### src/rtl/io_bus_ctrl_pkg.sv
// Shared constants and FSM encoding for the io_bus_ctrl data-bus sequencer.
package io_bus_ctrl_pkg;

    localparam logic [3:0]  IO_REGION_DEFAULT = 4'h8;

    localparam logic [1:0]  ACC_BYTE = 2'b00;
    localparam logic [1:0]  ACC_HALF = 2'b01;
    localparam logic [1:0]  ACC_WORD = 2'b10;

    // Address bit selecting the local interrupt register inside IO space.
    localparam int unsigned IRQ_REG_ADDR_BIT = 4;

    typedef enum logic [1:0] {
        StIdle    = 2'd0,
        StStrobe  = 2'd1,
        StCapture = 2'd2
    } state_e;

endpackage

### src/rtl/io_irq_latch.sv
// Sticky FIFO interrupt pending bits with per-source enables; only built when
// IO_IRQ_LATCH_EN is defined.
`ifdef IO_IRQ_LATCH_EN
module io_irq_latch (
    input  logic       clk_i,
    input  logic       rstn_i,
    input  logic       in_irq_i,
    input  logic       out_irq_i,
    input  logic       wr_en_i,
    input  logic [3:0] wdata_i,
    output logic [3:0] rdata_o,
    output logic       irq_o
);
    logic [1:0] pend_q, pend_d;
    logic [1:0] en_q;
    logic [1:0] irq_prev_q;
    logic [1:0] rise;
    logic [1:0] clr;

    assign rise = {out_irq_i, in_irq_i} & ~irq_prev_q;
    assign clr  = wr_en_i ? wdata_i[3:2] : 2'b00;

    // Set is applied after clear so a coincident edge is never lost.
    always_comb begin
        pend_d = (pend_q & ~clr) | rise;
    end

    always_ff @(posedge clk_i or negedge rstn_i) begin
        if (!rstn_i) begin
            pend_q     <= 2'b00;
            en_q       <= 2'b00;
            irq_prev_q <= 2'b00;
        end else begin
            pend_q     <= pend_d;
            irq_prev_q <= {out_irq_i, in_irq_i};
            if (wr_en_i) begin
                en_q <= wdata_i[1:0];
            end
        end
    end

    assign rdata_o = {pend_q, en_q};
    assign irq_o   = |(pend_q & en_q);

endmodule
`endif

### src/rtl/io_bus_ctrl.sv
// Data-bus sequencer: memory accesses pass straight through, USB FIFO accesses run a
// 3-cycle strobe sequence. Define IO_IRQ_LATCH_EN for the latched interrupt register.
module io_bus_ctrl
    import io_bus_ctrl_pkg::*;
#(
    parameter logic [3:0] IO_REGION      = IO_REGION_DEFAULT,
    parameter bit         FIFO_BYTE_ONLY = 1'b1
) (
    input  logic        clk_i,
    input  logic        rstn_i,
    input  logic        req_rd_i,
    input  logic        req_wr_i,
    input  logic [31:0] req_addr_i,
    input  logic [1:0]  req_acc_i,
    input  logic [31:0] req_wdata_i,
    output logic        stall_o,
    output logic [31:0] rdata_o,
    output logic        err_o,
    output logic        mem_rd_o,
    output logic        mem_wr_o,
    input  logic [31:0] mem_rdata_i,
    output logic        fifo_sel_o,
    output logic        fifo_rd_o,
    output logic        fifo_wr_o,
    output logic [1:0]  fifo_addr_o,
    output logic [7:0]  fifo_wdata_o,
    input  logic [7:0]  fifo_rdata_i,
    input  logic        fifo_in_irq_i,
    input  logic        fifo_out_irq_i,
    output logic        irq_o
);
    state_e      state_q;
    logic        sel_q, rd_q, wr_q;
    logic        was_read_q, local_q;
    logic [1:0]  addr_q;
    logic [7:0]  wdata_q;

    logic        is_io, any_req, illegal, accept, local_hit;
    logic [3:0]  local_rdata;
    logic [31:0] io_data;
    logic        unused_bits;

    assign is_io   = (req_addr_i[31:28] == IO_REGION);
    assign any_req = req_rd_i | req_wr_i;
    assign illegal = (req_rd_i & req_wr_i)
                   | (is_io & any_req & FIFO_BYTE_ONLY & (req_acc_i != ACC_BYTE));

    // Reset gates the combinational handshake so stall drops with the strobes.
    assign accept  = rstn_i & (state_q == StIdle) & is_io & any_req & ~illegal;
    assign err_o   = rstn_i & (state_q == StIdle) & illegal;
    assign stall_o = accept | (state_q == StStrobe);

    // Simultaneous read and write is resolved as a write.
    assign mem_rd_o = req_rd_i & ~req_wr_i & ~is_io;
    assign mem_wr_o = req_wr_i & ~is_io;

    always_ff @(posedge clk_i or negedge rstn_i) begin
        if (!rstn_i) begin
            state_q    <= StIdle;
            sel_q      <= 1'b0;
            rd_q       <= 1'b0;
            wr_q       <= 1'b0;
            was_read_q <= 1'b0;
            local_q    <= 1'b0;
            addr_q     <= 2'b00;
            wdata_q    <= 8'h00;
        end else begin
            sel_q <= 1'b0;
            rd_q  <= 1'b0;
            wr_q  <= 1'b0;
            unique case (state_q)
                StIdle: begin
                    if (accept) begin
                        state_q    <= StStrobe;
                        sel_q      <= ~local_hit;
                        rd_q       <= ~local_hit & req_rd_i;
                        wr_q       <= ~local_hit & req_wr_i;
                        was_read_q <= req_rd_i;
                        local_q    <= local_hit;
                        addr_q     <= req_addr_i[3:2];
                        wdata_q    <= req_wdata_i[7:0];
                    end
                end
                StStrobe:  state_q <= StCapture;
                StCapture: state_q <= StIdle;
                default:   state_q <= StIdle;
            endcase
        end
    end

    assign fifo_sel_o   = sel_q;
    assign fifo_rd_o    = rd_q;
    assign fifo_wr_o    = wr_q;
    assign fifo_addr_o  = addr_q;
    assign fifo_wdata_o = wdata_q;

    // Read data from the slave is valid in CAPTURE and forwarded the same cycle.
    always_comb begin
        io_data = 32'h0;
        if ((state_q == StCapture) && was_read_q) begin
            io_data = local_q ? {28'h0, local_rdata} : {24'h0, fifo_rdata_i};
        end
    end

    assign rdata_o = mem_rdata_i | io_data;

`ifdef IO_IRQ_LATCH_EN
    logic local_wr;

    assign local_hit = req_addr_i[IRQ_REG_ADDR_BIT];
    assign local_wr  = (state_q == StStrobe) & local_q & ~was_read_q;

    io_irq_latch u_irq_latch (
        .clk_i     (clk_i),
        .rstn_i    (rstn_i),
        .in_irq_i  (fifo_in_irq_i),
        .out_irq_i (fifo_out_irq_i),
        .wr_en_i   (local_wr),
        .wdata_i   (wdata_q[3:0]),
        .rdata_o   (local_rdata),
        .irq_o     (irq_o)
    );
`else
    assign local_hit   = 1'b0;
    assign local_rdata = 4'h0;
    assign irq_o       = fifo_in_irq_i | fifo_out_irq_i;
`endif

    assign unused_bits = ^{req_addr_i[27:4], req_addr_i[1:0], req_wdata_i[31:8]};

endmodule

### config.mk
export PLATFORM = sky130hd
export DESIGN_NAME = io_bus_ctrl
export DESIGN_NICKNAME = d
export VERILOG_FILES = /design/src/rtl/io_bus_ctrl_pkg.sv /design/src/rtl/io_irq_latch.sv /design/src/rtl/io_bus_ctrl.sv
export SDC_FILE = /design/constraint.sdc
export NUM_CORES = 1
export LEC_CHECK = 0
export ABC_AREA = 1
export CORE_MARGIN = 2
export CORE_UTILIZATION = 25
export CTS_CLUSTER_SIZE = 24
export DETAILED_ROUTE_END_ITERATION = 6
export PLACE_DENSITY_LB_ADDON = 0.12
export SLEW_MARGIN = 25
export SYNTH_ARGS = -nofsm -noshare
export SYNTH_HDL_FRONTEND = slang
export SYNTH_SLANG_ARGS = --single-unit
### constraint.sdc
create_clock -name clk_i -period 2.85 [get_ports clk_i]
set_clock_uncertainty 0.05 [all_clocks]
set_input_delay 0.285 -clock clk_i [delete_from_list [all_inputs] [get_ports clk_i]]
set_output_delay 0.285 -clock clk_i [all_outputs]
set_load 0.1 [all_outputs]
==> results.json, run 1 <==
{
  "cap_violations": 0,
  "final_common_cell": "clkdlybuf4s50_1",
  "swShare_pct": 48.0,
  "cts_resized": 0,
  "ant_nets": 0,
  "htreeDepth": 1,
  "critPathKind": "input pin to primary output",
  "syn_nets": 243,
  "die_area_sq_um": 4760,
  "path_max_fanout": 12,
  "ys_types": 21,
  "stdcell_count": 224,
  "ys_top_cells_by_area": "dfrtp_1 (38%), buf_4 (18%), nand2_1 (8.9%), inv_1 (6.8%), nand4_1 (6.5%)",
  "end_kind": "primary output",
  "post-dp-hpwl_microns": 2140,
  "cts.sinks": 16,
  "tritoncts": "built",
  "min_period_ns": 2.07,
  "cts_setup_buffers": 0,
  "ys_ff_latch": 16,
  "nNetsFinal": 287,
  "grt_usage_pct": 11.3,
  "dr.first_iter.drc_count": 8,
  "grt_pass1_wl_microns": 4070,
  "layout_common_cells": "clkdlybuf4s50_1 (37), buf_4 (27), nand2_1 (25)",
  "cp.required_ns": 2.52,
  "placementRows": 23,
  "synth_seq_area_share_pct": 37.9,
  "arrival_ns": 1.74,
  "yosysTopAreaCell": "dfrtp_1",
  "final.setup.tns_ns": 0,
  "report.final.hold_viol_count": 0,
  "worst_pin_slew_ns": 0.466,
  "layout-drive-gt1-share_pct": 25.9,
  "hold_path.class": "input pin to asynchronous set/reset pin",
  "syn_avg_cell_area_sq_um": 8.06,
  "area_growth_pct": 50.0,
  "antenna_found_initial": 0,
  "min_period_over_period_pct": 72.7,
  "seqPwrFrac_pct": 28.7,
  "ios": 162,
  "total_power_mw": 0.975,
  "dr.pass1.iters": 4,
  "combinationalPowerShare_pct": 50.2,
  "syn-instance-count": 131,
  "drv_slew": 0,
  "first_global_vias": 930,
  "drc": 0,
  "rsz0062_at_grt": "no",
  "critPathLaunchType": "input pin",
  "cts_buffer_depth": 2,
  "ys_warn_count": 0,
  "initial_utilization_pct": 26.2,
  "fp.coreArea_sq_um": 4030,
  "routed_via_density": 4.28,
  "irDropWorstVdd_mv": 0.315,
  "max_slew_margin_pct": 68.9,
  "max_clock_freq_mhz": 483,
  "clkPwrFrac_pct": 21.0,
  "wirelength_microns": 2690,
  "hold_buffers": 0,
  "p_int_mw": 0.506,
  "synth_top_area_share_pct": 37.9,
  "gp_congestion": 0.720,
  "grt_start_max_net_pins": 17,
  "path_clk_slew_ns": 0.07,
  "clock_latency_ns": 0.25,
  "avgRoutedWirePerCell_microns": 12.0,
  "fin_hold_ws_ns": 0.401,
  "p_switching_mw": 0.468,
  "outcome": "finished, final reports clean",
  "die_w_microns": 69.0,
  "leakagePower_nw": 0.817,
  "placedCellCount": 220,
  "synth_area_sq_um": 1060,
  "finalSetupViolCount": 0,
  "num_vias": 958,
  "portBuffers": 63,
  "power_density_nw_per_um2": 615,
  "grt_remaining_overflow": 0,
  "cts-root-buf": "clkbuf_8",
  "n_antenna_cell": 0,
  "cts_buffers": 3,
  "die_h_microns": 69.0
}
[registers in the layout, indices dropped and copies added, names as in the netlist]
register	flops
fifo_addr_o	2
fifo_rd_o	1
fifo_sel_o	1
fifo_wdata_o	8
fifo_wr_o	1
state_q	2
was_read_q	1
[through the flow]
stage          setup slack [ns]  area [sq um]  util (%)
3_3_place_gp              0.768          1530      38.0
6_report                  0.779          1580      39.3
5_1_grt                   0.611          1580      39.3
2_1_floorplan           0.00563          1060         -
4_1_cts                   0.756          1580      39.3
3_5_place_dp              0.757          1530      38.0
[worst max-delay path, stage by stage]
cell and delay [ns]:
clkdlybuf4s50_1 0.44, inv_1 0.07, nand2_1 0.04, nor2_1 0.16, nand3_1 0.09, buf_4 0.19, a21oi_1 0.23, buf_12 0.21
[area by class of cell]
type                            count  area (sq um)
Multi-Input combinational cell     66           370
Tap cell                           50          62.6
Timing Repair Buffer               66           613
Sequential cell                    16           400
Clock buffer                        4          55.1
Inverter                           22          82.6
Fill cell                         411          2440
[kinds of logic (layout without fill, tap and decap cells)]
kind of cell           after synthesis  after routing  synth area share, %
buffers and inverters               49             92                 27.0
and+or+nand+nor                     56             56                 28.4
DFF                                 16             16                 37.9
AOI/OAI and AO/OA                   10             10                 6.63
[cell usage after synthesis]
| master | n |
|---|---|
| nor2_4 | 2 |
| clkbuf_1 | 1 |
| buf_4 | 25 |
| nand3_2 | 1 |
| nand3_1 | 4 |
| nand4_1 | 11 |
| o21bai_1 | 8 |
| nor2_2 | 2 |
| nand4_4 | 1 |
| inv_2 | 3 |
| nand2_1 | 25 |
| nand2_4 | 1 |
| o21ai_0 | 1 |
| nor2_1 | 6 |
| buf_6 | 1 |
| a21oi_1 | 1 |
| nor3_1 | 1 |
| or2_2 | 1 |
| dfrtp_1 | 16 |
| nand2_2 | 1 |
| inv_1 | 19 |
[metal layers]
| layer | global-route usage [%] | up-vias | share of wire, % |
|---|---|---|---|
| li1 | - | 471 | - |
| met1 | 11.3 | 433 | 37 |
| met2 | 22.1 | 48 | 50 |
| met3 | 2.92 | 6 | 13 |
| met4 | 4.17 | 0 | 0.45 |
| met5 | 0 | - | 0 |
[power groups by stage]
stage	Sequential, mW	Clock (mW)	Combinational (mW)
after floorplan	0.514	0	0.280
after global placement	0.284	0	0.490
after detailed placement	0.284	0	0.493
after CTS	0.281	0.211	0.494
after global routing	0.285	0.217	0.509
final	0.280	0.205	0.489
[path summary, 6_finish.rpt]
check                               startpoint  slack [ns]              end  depth (start not counted)
min in group clk_i                  state_q[1]        0.42       state_q[1]                          1
worst max-delay path            req_addr_i[29]        0.78            err_o                          8
worst min-delay path                    rstn_i        0.40       state_q[1]                          2
worst min register to register      state_q[1]        0.42       state_q[1]                          1
max in group asynchronous               rstn_i        2.16  fifo_wdata_o[1]                          2
worst max register to register      state_q[1]        1.49  fifo_wdata_o[3]                          7
(Power assumes the default switching activity.)
==> inputs of run 2 (changes only) <==
- CORE_UTILIZATION: 25 -> 21
- clock period: 2.85 -> 1.8 ns (I/O delays scaled with it)
==> results.json, run 2 (synthesis results as in run 1) <==
{
  "layout-drive-gt1-share_pct": 32.2,
  "htreeDepth": 1,
  "arrival_ns": 1.49,
  "grt_pass1_wl_microns": 4900,
  "dr.pass1.iters": 4,
  "cts_buffer_depth": 2,
  "swShare_pct": 47.3,
  "tritoncts": "built",
  "dr.first_iter.drc_count": 6,
  "routed_via_density": 4.09,
  "outcome": "finished, final reports clean",
  "path_max_fanout": 8,
  "cap_violations": 0,
  "rsz0062_at_grt": "no",
  "irDropWorstVdd_mv": 0.527,
  "p_switching_mw": 0.757,
  "num_vias": 998,
  "report.final.hold_viol_count": 0,
  "placementRows": 25,
  "area_growth_pct": 71.6,
  "avgRoutedWirePerCell_microns": 12.8,
  "r2r_end": "fifo_wdata_o[2]",
  "min_period_ns": 1.72,
  "max_stage_delay_ns": 0.37,
  "cts_setup_buffers": 0,
  "antenna_found_initial": 0,
  "fp.coreArea_sq_um": 4790,
  "max_slew_margin_pct": 81.6,
  "largest_reg_flops": 8,
  "fin_hold_ws_ns": 0.249,
  "die_w_microns": 74.9,
  "post-dp-hpwl_microns": 2480,
  "wirelength_microns": 3120,
  "critPathSlowestCell": "dfrtp_1",
  "gp_congestion": 0.751,
  "path_cells": "inv_2 > nand3_2 > o21bai_1 > buf_12",
  "ant_nets": 0,
  "combinationalPowerShare_pct": 51.8,
  "critPathLaunchType": "flip-flop",
  "path_clk_slew_ns": 0.07,
  "die_area_sq_um": 5610,
  "first_global_vias": 1077,
  "clkPwrFrac_pct": 20.3,
  "r2r_start": "state_q[1]",
  "leakagePower_nw": 0.911,
  "grt_start_max_net_pins": 17,
  "final_common_cell": "clkdlybuf4s50_1",
  "rrSetupSlack_ns": 0.46,
  "layout_common_cells": "clkdlybuf4s50_1 (36), nand2_1 (25), inv_1 (19), buf_4 (19), dfrtp_1 (16)",
  "portBuffers": 63,
  "initial_utilization_pct": 22.1,
  "n_antenna_cell": 0,
  "p_int_mw": 0.842,
  "min_period_over_period_pct": 95.3,
  "ios": 162,
  "worst_pin_slew_ns": 0.274,
  "cts_buffers": 3,
  "drc": 0,
  "finalSetupViolCount": 0,
  "r2r_cells": 6,
  "cp.required_ns": 1.57,
  "total_power_mw": 1.60,
  "max_clock_freq_mhz": 583,
  "clock_latency_ns": 0.25,
  "grt_remaining_overflow": 0,
  "drv_slew": 0,
  "cts-root-buf": "clkbuf_8",
  "cts.sinks": 16,
  "seqPwrFrac_pct": 27.9,
  "critPathKind": "flip-flop to primary output",
  "nNetsFinal": 290,
  "power_density_nw_per_um2": 883,
  "die_h_microns": 74.9,
  "hold_path.class": "input pin to asynchronous set/reset pin",
  "end_kind": "primary output",
  "hold_buffers": 0,
  "grt_usage_pct": 11.4
}
-- run 2: cell count changes in the layout (fill, tap and decap cells not counted), sizes merged --
cell and change:
clkdlybuf4s50 -1, dlymetal6s2s +1, buf +3
-- run 2: area by class of cell --
type | instances | area, sq um
Sequential cell | 16 | 400
Multi-Input combinational cell | 66 | 414
Tap cell | 67 | 83.8
Clock buffer | 4 | 55.1
Timing Repair Buffer | 69 | 776
Inverter | 22 | 82.6
Fill cell | 484 | 2970
-- run 2: metal layers --
layer  vias up  track usage, %  routed length, microns
li1        476               -                       -
met1       447            11.4                    1110
met2        66            21.4                    1550
met3         9            4.28                     420
met4         0            3.97                      38
met5         -               0                       0
-- run 2: worst max path at each step --
stage	startpoint	to	slack [ns]	depth (start not counted)
final	state_q[0]	rdata_o[3]	0.08	4
after global routing	state_q[0]	rdata_o[3]	0.004	4
after global placement	req_wr_i	stall_o	0.02	8
after floorplan	state_q[0]	rdata_o[0]	-0.50	3
after detailed placement	req_wr_i	stall_o	0.01	8
after CTS	state_q[0]	rdata_o[4]	-0.02	4
-- run 2: worst max-delay path: cells and delay by family, from the launching register on --
kind / cells / cell delay (ns)
simple gates: 1 / 0.21
flops: 1 / 0.37
compound gates: 1 / 0.32
buf+inv: 2 / 0.32
-- run 2: what timing repair did --
item	in CTS	in global routing
setup endpoints to repair	6	9
resized for setup	0	8
endpoints found under the hold margin	0	0
-- run 2: through the flow --
step	cells	worst slack, ns	setup TNS (ns)	area (sq um)	util, %
after floorplan	131	-0.502	-4.39	1070	-
after global placement	240	0.0222	0	1730	36.1
after detailed placement	240	0.0105	0	1730	36.1
after CTS	244	-0.0238	-0.0778	1780	37.2
after global routing	244	0.00373	0	1810	37.9
final	244	0.0845	0	1810	37.9
-- run 2: power groups by stage --
stage / logic, mW / registers [mW] / clock network, mW
floorplan: 0.446 / 0.814 / 0
global placement: 0.825 / 0.451 / 0
detailed placement: 0.832 / 0.450 / 0
CTS: 0.832 / 0.447 / 0.333
global route: 0.863 / 0.454 / 0.352
finish: 0.829 / 0.447 / 0.324
==> inputs of run 3 (changes only) <==
- SKIP_LAST_GASP: unset -> 1
==> results of run 3 <==
Same layout as run 2: the final DEF is identical, and so are final timing and power.
